**config.mk**
```make
export PLATFORM = sky130hd
export DESIGN_NAME = sram_axi_bridge
export DESIGN_NICKNAME = d
export VERILOG_FILES = /design/src/rtl/sram_axi_bridge.sv
export SDC_FILE = /design/constraint.sdc
export NUM_CORES = 1
export LEC_CHECK = 0
export CAP_MARGIN = 20
export CORE_AREA = 2 2 142 144
export DETAILED_ROUTE_END_ITERATION = 8
export DIE_AREA = 0 0 144 146
export PLACE_DENSITY = 0.72
export SKIP_CTS_REPAIR_TIMING = 1
export SYNTH_ARGS = -nofsm -noshare
export SYNTH_HDL_FRONTEND = slang
export SYNTH_SLANG_ARGS = --single-unit
```
**constraint.sdc**
```tcl
create_clock -name clk -period 2.3 [get_ports clk]
set_clock_uncertainty 0.2 [all_clocks]
set_input_delay 0.575 -clock clk [delete_from_list [all_inputs] [get_ports clk]]
set_output_delay 0.575 -clock clk [all_outputs]
set_load 0.05 [all_outputs]
```
**src/rtl/sram_axi_bridge.sv**
```systemverilog
// sram_axi_bridge
//   Converts the core's SRAM-style instruction and data ports into a single
//   AXI master with one outstanding transaction. The pipeline is held via
//   stallreq while a transaction is in flight. Read data is registered, so it
//   appears in the cycle after the response, which matches the core's
//   "rdata next cycle" behaviour. When both ports request together, the data
//   access is served first.
//
// Ports
//   clk, rst                      clock, synchronous active-high reset
//   inst_sram_*                   instruction fetch port (always a read)
//   data_sram_*                   load/store port (wen != 0 means store)
//   stallreq                      freeze request to the core's stall controller
//   ar*/r*                        AXI read address / read data channels
//   aw*/w*/b*                     AXI write address / write data / response
module sram_axi_bridge (
  input  logic        clk,
  input  logic        rst,
  input  logic        inst_sram_en,
  input  logic [3:0]  inst_sram_wen,
  input  logic [31:0] inst_sram_addr,
  input  logic [31:0] inst_sram_wdata,
  output logic [31:0] inst_sram_rdata,
  input  logic        data_sram_en,
  input  logic [3:0]  data_sram_wen,
  input  logic [31:0] data_sram_addr,
  input  logic [31:0] data_sram_wdata,
  output logic [31:0] data_sram_rdata,
  output logic        stallreq,
  output logic [3:0]  arid,
  output logic [31:0] araddr,
  output logic [2:0]  arsize,
  output logic        arvalid,
  input  logic        arready,
  input  logic [3:0]  rid,
  input  logic [31:0] rdata,
  input  logic        rvalid,
  output logic        rready,
  output logic [31:0] awaddr,
  output logic [2:0]  awsize,
  output logic        awvalid,
  input  logic        awready,
  output logic [31:0] wdata,
  output logic [3:0]  wstrb,
  output logic        wvalid,
  input  logic        wready,
  input  logic        bvalid,
  output logic        bready
);

  typedef enum logic [2:0] {IDLE, D_AR, D_R, D_W, D_B, I_AR, I_R} state_t;

  state_t      state_reg, state_next;
  logic        d_pend_reg, i_pend_reg;
  logic [31:0] d_addr_reg, d_wdata_reg, i_addr_reg;
  logic [3:0]  d_wen_reg;
  logic        aw_done_reg, w_done_reg;
  logic [31:0] inst_rdata_reg, data_rdata_reg;

  logic        capture;
  logic        d_r_fire, i_r_fire, b_fire;

  // The fetch port never writes and only one transaction is outstanding,
  // so these inputs carry no information for the bridge.
  logic unused_inputs;
  assign unused_inputs = ^{inst_sram_wen, inst_sram_wdata, rid};

  assign arsize          = 3'd2;
  assign awsize          = 3'd2;
  assign awaddr          = d_addr_reg;
  assign wdata           = d_wdata_reg;
  assign wstrb           = d_wen_reg;
  assign inst_sram_rdata = inst_rdata_reg;
  assign data_sram_rdata = data_rdata_reg;

  // Next state, AXI controls and stallreq. AXI valid/ready outputs depend only
  // on registered state, never on AXI inputs; stallreq alone may follow the
  // response handshake combinationally so the core advances in that cycle.
  always_comb begin
    state_next = state_reg;
    arvalid    = 1'b0;
    arid       = 4'd0;
    araddr     = i_addr_reg;
    rready     = 1'b0;
    awvalid    = 1'b0;
    wvalid     = 1'b0;
    bready     = 1'b0;
    stallreq   = 1'b1;
    capture    = 1'b0;
    d_r_fire   = 1'b0;
    i_r_fire   = 1'b0;
    b_fire     = 1'b0;
    case (state_reg)
      IDLE: begin
        stallreq = (inst_sram_en | data_sram_en) & ~rst;
        if (inst_sram_en | data_sram_en) begin
          capture = 1'b1;
          if (data_sram_en)
            state_next = (|data_sram_wen) ? D_W : D_AR;
          else
            state_next = I_AR;
        end
      end
      D_AR: begin
        arvalid = 1'b1;
        arid    = 4'd1;
        araddr  = d_addr_reg;
        if (arready) state_next = D_R;
      end
      D_R: begin
        rready = 1'b1;
        if (rvalid) begin
          d_r_fire   = 1'b1;
          stallreq   = i_pend_reg;
          state_next = i_pend_reg ? I_AR : IDLE;
        end
      end
      D_W: begin
        awvalid = ~aw_done_reg;
        wvalid  = ~w_done_reg;
        // Each channel may complete in a different cycle; leave once both have.
        if ((aw_done_reg | awready) && (w_done_reg | wready))
          state_next = D_B;
      end
      D_B: begin
        bready = 1'b1;
        if (bvalid) begin
          b_fire     = 1'b1;
          stallreq   = i_pend_reg;
          state_next = i_pend_reg ? I_AR : IDLE;
        end
      end
      I_AR: begin
        arvalid = 1'b1;
        if (arready) state_next = I_R;
      end
      I_R: begin
        rready = 1'b1;
        if (rvalid) begin
          i_r_fire   = 1'b1;
          // Data is always served first, so d_pend is already clear here.
          stallreq   = d_pend_reg;
          state_next = IDLE;
        end
      end
      default: state_next = IDLE;
    endcase
  end

  always_ff @(posedge clk) begin
    if (rst) begin
      state_reg      <= IDLE;
      d_pend_reg     <= 1'b0;
      i_pend_reg     <= 1'b0;
      d_addr_reg     <= 32'd0;
      d_wdata_reg    <= 32'd0;
      d_wen_reg      <= 4'd0;
      i_addr_reg     <= 32'd0;
      aw_done_reg    <= 1'b0;
      w_done_reg     <= 1'b0;
      inst_rdata_reg <= 32'd0;
      data_rdata_reg <= 32'd0;
    end else begin
      state_reg <= state_next;
      if (capture) begin
        d_pend_reg  <= data_sram_en;
        i_pend_reg  <= inst_sram_en;
        d_addr_reg  <= data_sram_addr;
        d_wen_reg   <= data_sram_wen;
        d_wdata_reg <= data_sram_wdata;
        i_addr_reg  <= inst_sram_addr;
      end
      if (d_r_fire) begin
        data_rdata_reg <= rdata;
        d_pend_reg     <= 1'b0;
      end
      if (b_fire) d_pend_reg <= 1'b0;
      if (i_r_fire) begin
        inst_rdata_reg <= rdata;
        i_pend_reg     <= 1'b0;
      end
      // Per-channel completion flags, only meaningful while in D_W.
      if (state_reg == D_W) begin
        if (awvalid && awready) aw_done_reg <= 1'b1;
        if (wvalid && wready)   w_done_reg  <= 1'b1;
      end else begin
        aw_done_reg <= 1'b0;
        w_done_reg  <= 1'b0;
      end
    end
  end

endmodule

```
==> metrics.md <==
| Metric | Value |
|---|---|
| Outcome | `complete, but fails checks` |
| Violated checks | `negative setup slack` |
| DR vias/cell | `4.67` |
| Layout cell share with drive strength beyond 1 | `0.180` |
| Ys async rst share | `0` |
| Top cell type by total area after synthesis | `dfxtp_1` |
| Area after DPL | `9970 um2` |
| Die width | `144 um` |
| Slew HR | `0.386` |
| Final WS setup | `-263 ps` |
| Starting Density | `0.344` |
| Initial antenna violation count | `0` |
| Maximum vdd drop | `0.715 mV` |
| Finish-stage setup viols | `37` |
| Post-synth EDFFs | `0` |
| Clk sinks | `171` |
| Routed WL | `22.0 mm` |
| CTS clk-pin slew, worst paths | `70 ps` |
| Die Area | `21,000 um2` |
| Commonest register cell after synthesis | `dfxtp_1` |
| Cell variety after synth | `38` |
| Top cells by count, synth | `331 x nand2_1, 171 x dfxtp_1, 166 x a21oi_1, 32 x mux2_2, 25 x clkbuf_1` |
| Leak Pwr | `5.75 nW` |
| Max Cap Viol | `0` |
| Worst-path maximum fanout | `6` |
| # diodes | `0` |
| Crit path time final | `2560 ps` |
| Yosys reg bits | `171` |
| Cts bufs inserted | `17` |
| WS Path Type | `reg2out` |
| CTS tree | `done` |
| Worst-Skew Late Latency | `410 ps` |
| Router iterations before antenna repair | `4` |
| # IOs | `361` |
| Register area share after synthesis | `0.514` |
| Hpwl dp | `14.8 mm` |
| Detail Route Antenna Nets | `0` |
| Syn avg cell area | `8.07 um2` |
| Period utilisation layout | `1.11` |
| Peak Freq | `390 MHz` |
| CTS Buffer Depth | `2` |
| Count leader, synth | `nand2_1` |
| Ys Warns | `0` |
| Post-DR wirelength/cell | `15.6 um` |
| Core area | `19,300 um2` |
| Final Util | `0.580` |
| Drt first-iter violations | `240` |
| Via count | `6,592` |
| CP Launch Type | `flop` |
| Syn-to-layout area delta | `68.4%` |
| Crit path largest cell delay | `320 ps` |
| RePlAce Congestion | `0.789` |
| Synth area leaders | `dfxtp_1 51%, nand2_1 19%, a21oi_1 12%` |
| Drc violations | `0` |
| CP Capture Type | `output port` |
| Vias in the first global route | `6,122` |
| Mapped Cells | `825` |
| H-tree lvl count | `4` |
| Final #Nets | `1,315` |
| Synthesized area | `6660 um2` |
| Share of the synthesized area in the top cell type | `0.514` |
| Final hold vios | `0` |
| Slowest-stage cell, CP | `dfxtp_2` |
| Number of port buffers | `311` |
| Required time worst endpoint | `1520 ps` |
| Row cnt | `51` |
| Global-route wire length before repair | `32.2 mm` |
| Pin count of the biggest net entering global routing | `175` |
| Total track usage | `0.193` |
| Non-Filler Instances | `1,412` |
| Setup TNS Final | `-8070 ps` |
| RSZ-0062 raised after global routing | `true` |
| Placed Cells | `1,374` |
| Die Ht | `146 um` |
| Clock root cell | `clkbuf_16` |
| Worst endpoint data arrival time | `1790 ps` |
| Design Area, Final | `11,200 um2` |
| Cell breakdown of the critical path | `nand2b_4 -> nor2_4 -> buf_12 -> clkbuf_16 -> mux2_4 -> buf_8` |
| Cell Pwr Density | `1250 nW/um2` |
| Worst-margin pin slew | `921 ps` |
| GR Overflow Total | `0` |
| HP Class | `reg2reg` |
| Final Max Tran Viols | `0` |
[logic make-up (layout without fill, tap and decap cells)]
group	after synthesis	in the layout	synth area share
buffers and inverters	73	388	0.0663
DFF	171	171	0.514
other	2	9	0.00113
muxes	34	34	0.0573
AOI/OAI and AO/OA	179	179	0.144
and+or+nand+nor	365	365	0.215
adders and majority gates	1	1	0.00150
[where the power goes]
part / switching, mW / total (mW) / internal [mW]
Sequential: 0.303 / 3.79 / 3.48
Combinational: 4.49 / 7.38 / 2.89
Clock: 1.27 / 2.82 / 1.55
[critical path: cells and delay by family, from the launching register on]
kind	cells	cell delay [ps]
muxes	1	320
DFF	1	320
and+or+nand+nor	2	260
buffers and inverters	3	470
[cell usage in the layout (no fill, tap or decap), types with 13 or more instances in the layout]
cell	instances
nand2_1	331
dfxtp_1	169
a21oi_1	166
clkdlybuf4s50_1	138
dlymetal6s2s_1	87
buf_4	72
buf_8	24
mux2_4	23
clkbuf_16	19
buf_12	17
buf_6	13
[worst paths after layout]
check	startpoint	end	slack [ps]	cells after the start
setup / recovery	state_reg[1]	araddr[18]	-260	6
hold reg to reg	inst_sram_rdata[20]	inst_sram_rdata[20]	250	2
setup reg to reg	state_reg[0]	i_addr_reg[13]	260	7
hold / removal	inst_sram_rdata[20]	inst_sram_rdata[20]	250	2
[stage by stage]
step | hold slack, ps | setup slack, ps | total power [mW]
6_report | 249 | -263 | 14.0
5_1_grt | 263 | -322 | 14.7
4_1_cts | 255 | -518 | 13.4
3_5_place_dp | 246 | -465 | 10.5
3_3_place_gp | 239 | -454 | 10.4
2_1_floorplan | 234 | 29.9 | 8.33
[metal layers]
metal  up-vias  track usage  share of wire
met5         -            0              0
met2       252        0.328           0.49
met3        16       0.0754           0.10
met1      3034        0.224           0.40
met4         0       0.0574          0.011
li1       3290            -              -
[layout make-up]
type                    count  area (um2)
inverters                   3        11.3
well taps                 265         332
repair buffers            353        3910
clock buffers              19         443
flip-flops and latches    171        3430
clock inverters            13         131
multi-input cells         588        2970
fillers                  1713        8120
Power figures use the tool's default switching activity.
